File: src/rtl/graphics_pkg.sv
// Shared definitions for the graphics command path: op-codes, framer states, count width.
package graphics_pkg;

    localparam logic [7:0] CLEAR_BUFFER = 8'h10;
    localparam logic [7:0] ASSIGN_COLOR = 8'h11;
    localparam logic [7:0] DRAW_SPRITE  = 8'h12;
    localparam logic [7:0] SHOW_BUFFER  = 8'h14;

    localparam int COUNT_W = 32;

    typedef enum logic [2:0] {
        IDLE,
        WAIT_OPCODE,
        OPERANDS,
        GAP,
        DRAIN
    } framer_state_t;

endpackage

File: src/rtl/graphics_command_framer.sv
// Frames the SPI byte stream into an op-code plus counted operand strobes for the graphics decoder.
//
// state       | meaning
// ------------+--------------------------------------------------------------
// IDLE        | no transaction; waits for chip-select (after reset, cs must drop first)
// WAIT_OPCODE | chip-select active, first byte not yet received
// OPERANDS    | op-code valid; each further byte is a counted operand
// GAP         | forced op_code_valid low; an early op-code byte is held in a buffer
// DRAIN       | transaction discarded until chip-select drops
module graphics_command_framer
    import graphics_pkg::*;
#(
    parameter int MAX_OPERANDS = 65535,
    parameter int GAP_CYCLES   = 1
) (
    input  logic               clock_in,
    input  logic               reset_in,
    input  logic               cs_active_in,
    input  logic [7:0]         byte_in,
    input  logic               byte_valid_in,
    output logic [7:0]         op_code_out,
    output logic               op_code_valid_out,
    output logic [7:0]         operand_out,
    output logic               operand_valid_out,
    output logic [COUNT_W-1:0] operand_count_out,
    output logic               overflow_out
);

    localparam int GAP_W = (GAP_CYCLES > 1) ? $clog2(GAP_CYCLES) : 1;

    framer_state_t    state;
    logic [GAP_W-1:0] gap_cnt;
    logic [7:0]       hold_byte;
    logic             hold_full;
    logic             cs_q;
    logic             armed;

    // A byte in the same cycle chip-select falls still counts as the last operand.
    logic accept_operand;
    assign accept_operand = byte_valid_in && (cs_active_in || cs_q);

    always_ff @(posedge clock_in) begin
        if (reset_in) begin
            state             <= IDLE;
            op_code_out       <= '0;
            op_code_valid_out <= 1'b0;
            operand_out       <= '0;
            operand_valid_out <= 1'b0;
            operand_count_out <= '0;
            overflow_out      <= 1'b0;
            gap_cnt           <= '0;
            hold_byte         <= '0;
            hold_full         <= 1'b0;
            cs_q              <= 1'b0;
            // A reset inside a live transaction must not re-frame its remaining bytes.
            armed             <= ~cs_active_in;
        end else begin
            cs_q              <= cs_active_in;
            operand_valid_out <= 1'b0;
            if (!cs_active_in) begin
                armed <= 1'b1;
            end

            case (state)
                IDLE: begin
                    if (cs_active_in && armed) begin
                        if (byte_valid_in) begin
                            op_code_out       <= byte_in;
                            op_code_valid_out <= 1'b1;
                            operand_count_out <= '0;
                            state             <= OPERANDS;
                        end else begin
                            state <= WAIT_OPCODE;
                        end
                    end
                end

                WAIT_OPCODE: begin
                    if (!cs_active_in) begin
                        state <= IDLE;
                    end else if (byte_valid_in) begin
                        op_code_out       <= byte_in;
                        op_code_valid_out <= 1'b1;
                        operand_count_out <= '0;
                        state             <= OPERANDS;
                    end
                end

                OPERANDS: begin
                    if (accept_operand) begin
                        if (operand_count_out == COUNT_W'(MAX_OPERANDS)) begin
                            overflow_out <= 1'b1;
                        end else begin
                            operand_out       <= byte_in;
                            operand_valid_out <= 1'b1;
                            operand_count_out <= operand_count_out + COUNT_W'(1);
                        end
                    end else if (!cs_active_in) begin
                        op_code_valid_out <= 1'b0;
                        overflow_out      <= 1'b0;
                        operand_count_out <= '0;
                        hold_full         <= 1'b0;
                        gap_cnt           <= GAP_W'(GAP_CYCLES - 1);
                        state             <= GAP;
                    end
                end

                GAP: begin
                    if (cs_active_in && byte_valid_in && hold_full) begin
                        hold_full <= 1'b0;
                        state     <= DRAIN;
                    end else if (gap_cnt != '0) begin
                        gap_cnt <= gap_cnt - GAP_W'(1);
                        if (cs_active_in && byte_valid_in) begin
                            hold_byte <= byte_in;
                            hold_full <= 1'b1;
                        end
                    end else begin
                        hold_full <= 1'b0;
                        if (!cs_active_in) begin
                            state <= IDLE;
                        end else if (hold_full || byte_valid_in) begin
                            op_code_out       <= hold_full ? hold_byte : byte_in;
                            op_code_valid_out <= 1'b1;
                            operand_count_out <= '0;
                            state             <= OPERANDS;
                        end else begin
                            state <= WAIT_OPCODE;
                        end
                    end
                end

                DRAIN: begin
                    if (!cs_active_in) begin
                        state <= IDLE;
                    end
                end

                default: state <= IDLE;
            endcase
        end
    end

endmodule

File: config.mk
export PLATFORM = sky130hd
export DESIGN_NAME = graphics_command_framer
export DESIGN_NICKNAME = d
export VERILOG_FILES = /design/src/rtl/graphics_pkg.sv /design/src/rtl/graphics_command_framer.sv
export SDC_FILE = /design/constraint.sdc
export NUM_CORES = 1
export LEC_CHECK = 0
export BUFFER_PORTS_ARGS = -buffer_cell sky130_fd_sc_hd__buf_2
export CAP_MARGIN = 20
export CORE_MARGIN = 2
export CORE_UTILIZATION = 50
export CTS_CLUSTER_SIZE = 40
export DETAILED_ROUTE_END_ITERATION = 7
export PLACE_DENSITY = 0.86
export REMOVE_ABC_BUFFERS = 1
export SYNTH_ARGS = -nofsm -noshare
export SYNTH_HDL_FRONTEND = slang
export SYNTH_SLANG_ARGS = --single-unit
File: constraint.sdc
create_clock -name clock_in -period 3 [get_ports clock_in]
set_input_delay 0 -clock clock_in [delete_from_list [all_inputs] [get_ports clock_in]]
set_output_delay 0 -clock clock_in [all_outputs]
set_load 0.01 [all_outputs]
; ---- Yosys cells after proc, flatten, opt, wreduce, memory -nomap -nowiden
; Index checks and enable logic that the tools add are counted.
[op_classes]
n_addsub = 2
n_eq_ne = 22
muxes = 54
n_bitwise = 5
reduce_logical = 20
[ops]
columns = operator, n
row1 = 32-bit two-way mux, 10
row2 = 32-bit one-hot mux with 4 select lines, 1
row3 = 8-bit two-way mux, 8
row4 = 32-bit by 1-bit adder with 32-bit output (second input constant), 1
row5 = 32-bit by 16-bit equality test with 1-bit output (second input constant), 1
row6 = 3-bit two-way mux, 8
row7 = 8-bit one-hot mux with 3 select lines, 1
row8 = 2-bit != test (second input constant), 10
row9 = 1-bit two-way mux, 19
row10 = 9-bit AND reduction, 2
row11 = 3-bit one-hot mux with 5 select lines, 1
row12 = 3-bit != test (second input constant), 4
row13 = 4-bit AND reduction, 3
row14 = 7-bit AND reduction, 1
row15 = 3-bit by 2-bit equality test with 1-bit output (second input constant), 2
row16 = 2-bit two-way mux, 3
row17 = 3-bit AND reduction, 2
row18 = 6-bit AND reduction, 1
row19 = 1-bit inverter, 5
row20 = 1-bit logical AND, 4
row21 = 2-bit by 1-bit != test with 1-bit output (second input constant), 2
row22 = 4-bit != test (second input constant), 1
row23 = 1-bit one-hot mux with 2 select lines, 2
row24 = 1-bit one-hot mux with 4 select lines, 1
row25 = 9 further kinds, 10
[totals]
register_bits = 66
inputBits = 12
output_inout_bits = 51
wordCells = 115

; ---- Longest topological paths before layout
[depth]
ltp_word = 6
mapped_depth = 8
depth_no_buf = 6

; ---- Worst setup path after synthesis
; No wires, ideal clock.
[synth_timing]
path_kind = register to register
start = register operand_count_out[0]
end = register operand_count_out[25]
setup_time_ns = 0.079
arrival_ns = 2.160
required_ns = 2.921
slack_ns = 0.761
stages_incl_launch_ff = 9
n_path_buf = 2
synth_period_minus_slack_ns = 2.239
path_cell_list = dfxtp_1 ha_1 nand3_2 or4_4 o31ai_4 buf_6 buf_8 a21oi_2 a211oi_2
[synth_via]
elab_chain_cells = 4
elab_cells_between_ends = 7
classes_between = add/sub: 1 / eq/ne: 2 / mux: 3 / reduce/logical: 1
[synth_rtl]
columns = item, line
row1 = "start, declared", graphics_command_framer.sv:25  ; output logic [COUNT_W-1:0] operand_count_out,
row2 = "start signal, assigned", graphics_command_framer.sv:96  ; operand_count_out <= operand_count_out + COUNT_W'(1);
row3 = 32-bit by 1-bit adder with 32-bit output, graphics_command_framer.sv:96
row4 = 32-bit two-way mux, graphics_command_framer.sv:91  ; if (operand_count_out == COUNT_W'(MAX_OPERANDS)) begin
row5 = 32-bit two-way mux, graphics_command_framer.sv:90  ; if (accept_operand) begin
row6 = 32-bit one-hot mux with 4 select lines, graphics_command_framer.sv:64  ; case (state)
; Several ways; a longest one is shown, not always the timed one. The select of a mux whose other input is x is not followed.
; A chain may end at the register's enable or synchronous reset.

; ---- Worst setup path after layout
[layout_timing]
start = register operand_count_out[0]
end = register operand_count_out[28]
; The elaborated chain is that of the path after synthesis.

==> out/qor.txt <==
status -> completed
Clock Path Buffers -> 2
via count -> 2685
slowest stage delay, CP -> 570 ps
Area growth syn-to-layout -> 20.7%
pin count of the biggest net entering global routing -> 33
Mapped Avg Cell Area -> 8.42 um2
CP cell instances -> ha_1 > nand3_2 > or3_1 > or4_4 > a211oi_2 > nor3b_2
CP Capture Type -> register
first-pass GRT wire length -> 11400 um
Wirelength per Cell -> 14.7 um
vias in the first global route -> 2483
fin worst setup slack -> 691 ps
Worst Tran Pin Value -> 662 ps
Synth Instances -> 316
worst IR drop on VDD -> 0.245 mV
DR vias/cell -> 5.88
Static Leak -> 1.20 nW
final critical-path share of the clock period -> 77.0%
Core ar. -> 5110 um2
Worst Hold Depth -> 4
total of max-cap violations -> 0
CP required -> 3200 ps
Worst setup startpoint -> operand_count_out[0]
Synth cell types -> 50
share of post-route cells with drive strength above 1 -> 23.0%
setup TNS -> 0 ps
Synth Register Bits -> 55
DR iter-0 viols -> 152
Inserted Diodes -> 0
initial antenna violation count -> 0
GPL Wtd Cong -> 0.936
CP Max Fanout -> 10
H-tree depth -> 2
hpwl dp -> 4780 um
Setup crit start kind -> register
Total Routing Usage GR -> 23.2%
DRT Wirelength -> 6710 um
ANT nets after route -> 0
final hold viol count -> 0
CTS tree -> done
Setup Fix Bufs, Post-CTS -> 0
Tightest Hold Check Type -> primary input to register
highest-count cells in the layout ignoring fill and taps -> buf_2, dfxtp_1, nand2_1, a21oi_1, nand3_1
sequential area share after synthesis -> 41.7%
Slew Viols, Final -> 0
Initial Util -> 52.1%
Synth top area share -> 40.6%
Die ar. -> 5920 um2
Hold Worst Slack -> 89.9 ps
number of iterations in the first detailed-routing pass -> 4
top cells by area, synth -> dfxtp_1, a21oi_1, nand2_1
Finish-stage setup viols -> 0
row cnt -> 26
synth warn -> 0
r2r startpoint -> operand_count_out[0]
Cell Pwr Density -> 403 nW/um2
Post-Syn Area -> 2660 um2
unrepaired setup endpoints after global routing -> no
Post-Route Skew -> 9.47 ps
DIE HEIGHT -> 77.0 um
Synth async-reset ratio -> 0%
CP arrival -> 2510 ps
type of the worst setup path -> register to register
slowest cell on the critical path -> or4_4
Port Buffer Count -> 62
Setup WS pre-CTS -> 695 ps
clock slew at reported path FFs -> 100 ps
Ports -> 63
Synth Flop Type -> dfxtp_1
clock sink total -> 55
CTS buffer count -> 5
area leader, netlist -> dfxtp_1
EDFF count, synth -> 1
NumNets Final -> 399
minimum clock period -> 2310 ps
grt ovf -> 0
clock root cell -> clkbuf_8
DRC violations left -> 0
Max-Slew Margin vs Limit -> 55.4%
worst hold start -> reset_in
Reg2Reg Depth -> 6
fmax -> 433 MHz
Die W -> 77.0 um
commonest non-fill, non-tap cell in the layout -> buf_2
clk_lat worst skew -> 310 ps
[layout make-up]
cell class / count / area, um2
Fill cell: 444 / 1900
Multi-Input combinational cell: 238 / 1440
Sequential cell: 55 / 1110
Clock buffer: 5 / 68.8
Tap cell: 70 / 87.6
Inverter: 8 / 30.0
Clock inverter: 3 / 20.0
Timing Repair Buffer: 78 / 455
[cell usage after synthesis, drive strengths merged (5+ instances only)]
cell type	instances
o21a	5
mux2i	11
nand4	8
nand2	33
inv	8
o21ai	19
buf	7
dfxtp	54
and4	5
nor4	8
a21oi	34
o31ai	8
a211oi	5
nand3	23
nor2	21
nor3	5
clkbuf	8
or3	14
or4	14
[routing by layer]
metal	track usage, %	share of wire [%]	vias to the layer above
met5	0	0	-
met4	9.45	1.4	0
met3	4.94	5.4	11
met2	39.3	48	79
met1	28.7	46	1269
li1	-	-	1326
[worst max-delay path, delay by kind of cell (launching register included)]
family / cells / cell delay, ps
AOI/OAI and AO/OA: 1 / 270
adders and majority gates: 1 / 210
DFF: 1 / 420
and+or+nand+nor: 4 / 1310
[where the power goes]
part | total, W | switching, W | internal (W)
clock | 0.000412 | 0.000249 | 0.000163
combinational | 0.000128 | 0.0000781 | 0.0000502
sequential | 0.000753 | 0.00000818 | 0.000745
[through the flow]
stage	instances	total power [W]	utilization (%)	area, um2
after floorplan	301	0.000835	-	2580
after global placement	439	0.000884	59.2	3020
after detailed placement	439	0.000887	59.2	3020
after CTS	457	0.00130	62.9	3210
after global routing	457	0.00134	62.9	3210
final	457	0.00129	62.9	3210
[flip-flops by register name (all words and copies together) (netlist names), 2 cells and up]
register,cells
operand_out,8
state,2
operand_count_out,32
op_code_out,8
[final timing paths]
path | to | slack [ps]
worst min register to register | operand_out[6] | 460
worst max-delay path | operand_count_out[28] | 690
worst min-delay path | operand_count_out[14] | 90
worst max register to register | operand_count_out[28] | 690
[cell families (layout without fill, tap and decap cells)]
| kind of cell | count (synthesis) | count (layout) | synth area share, % |
|---|---|---|---|
| adders and majority gates | 1 | 1 | 0.470 |
| buffers and inverters | 23 | 94 | 4.18 |
| DFF | 55 | 55 | 41.7 |
| AOI/OAI and AO/OA | 84 | 84 | 20.0 |
| and+or+nand+nor | 141 | 141 | 29.1 |
| muxes | 11 | 11 | 4.14 |
| xor gates and xnor gates | 1 | 1 | 0.329 |
[what timing repair did]
item / CTS / global route
hold buffers: 10 / 0
gates resized for setup: 0 / 0
hold endpoints to repair: 18 / 0
Note: power is estimated with default switching activity, not from simulation.
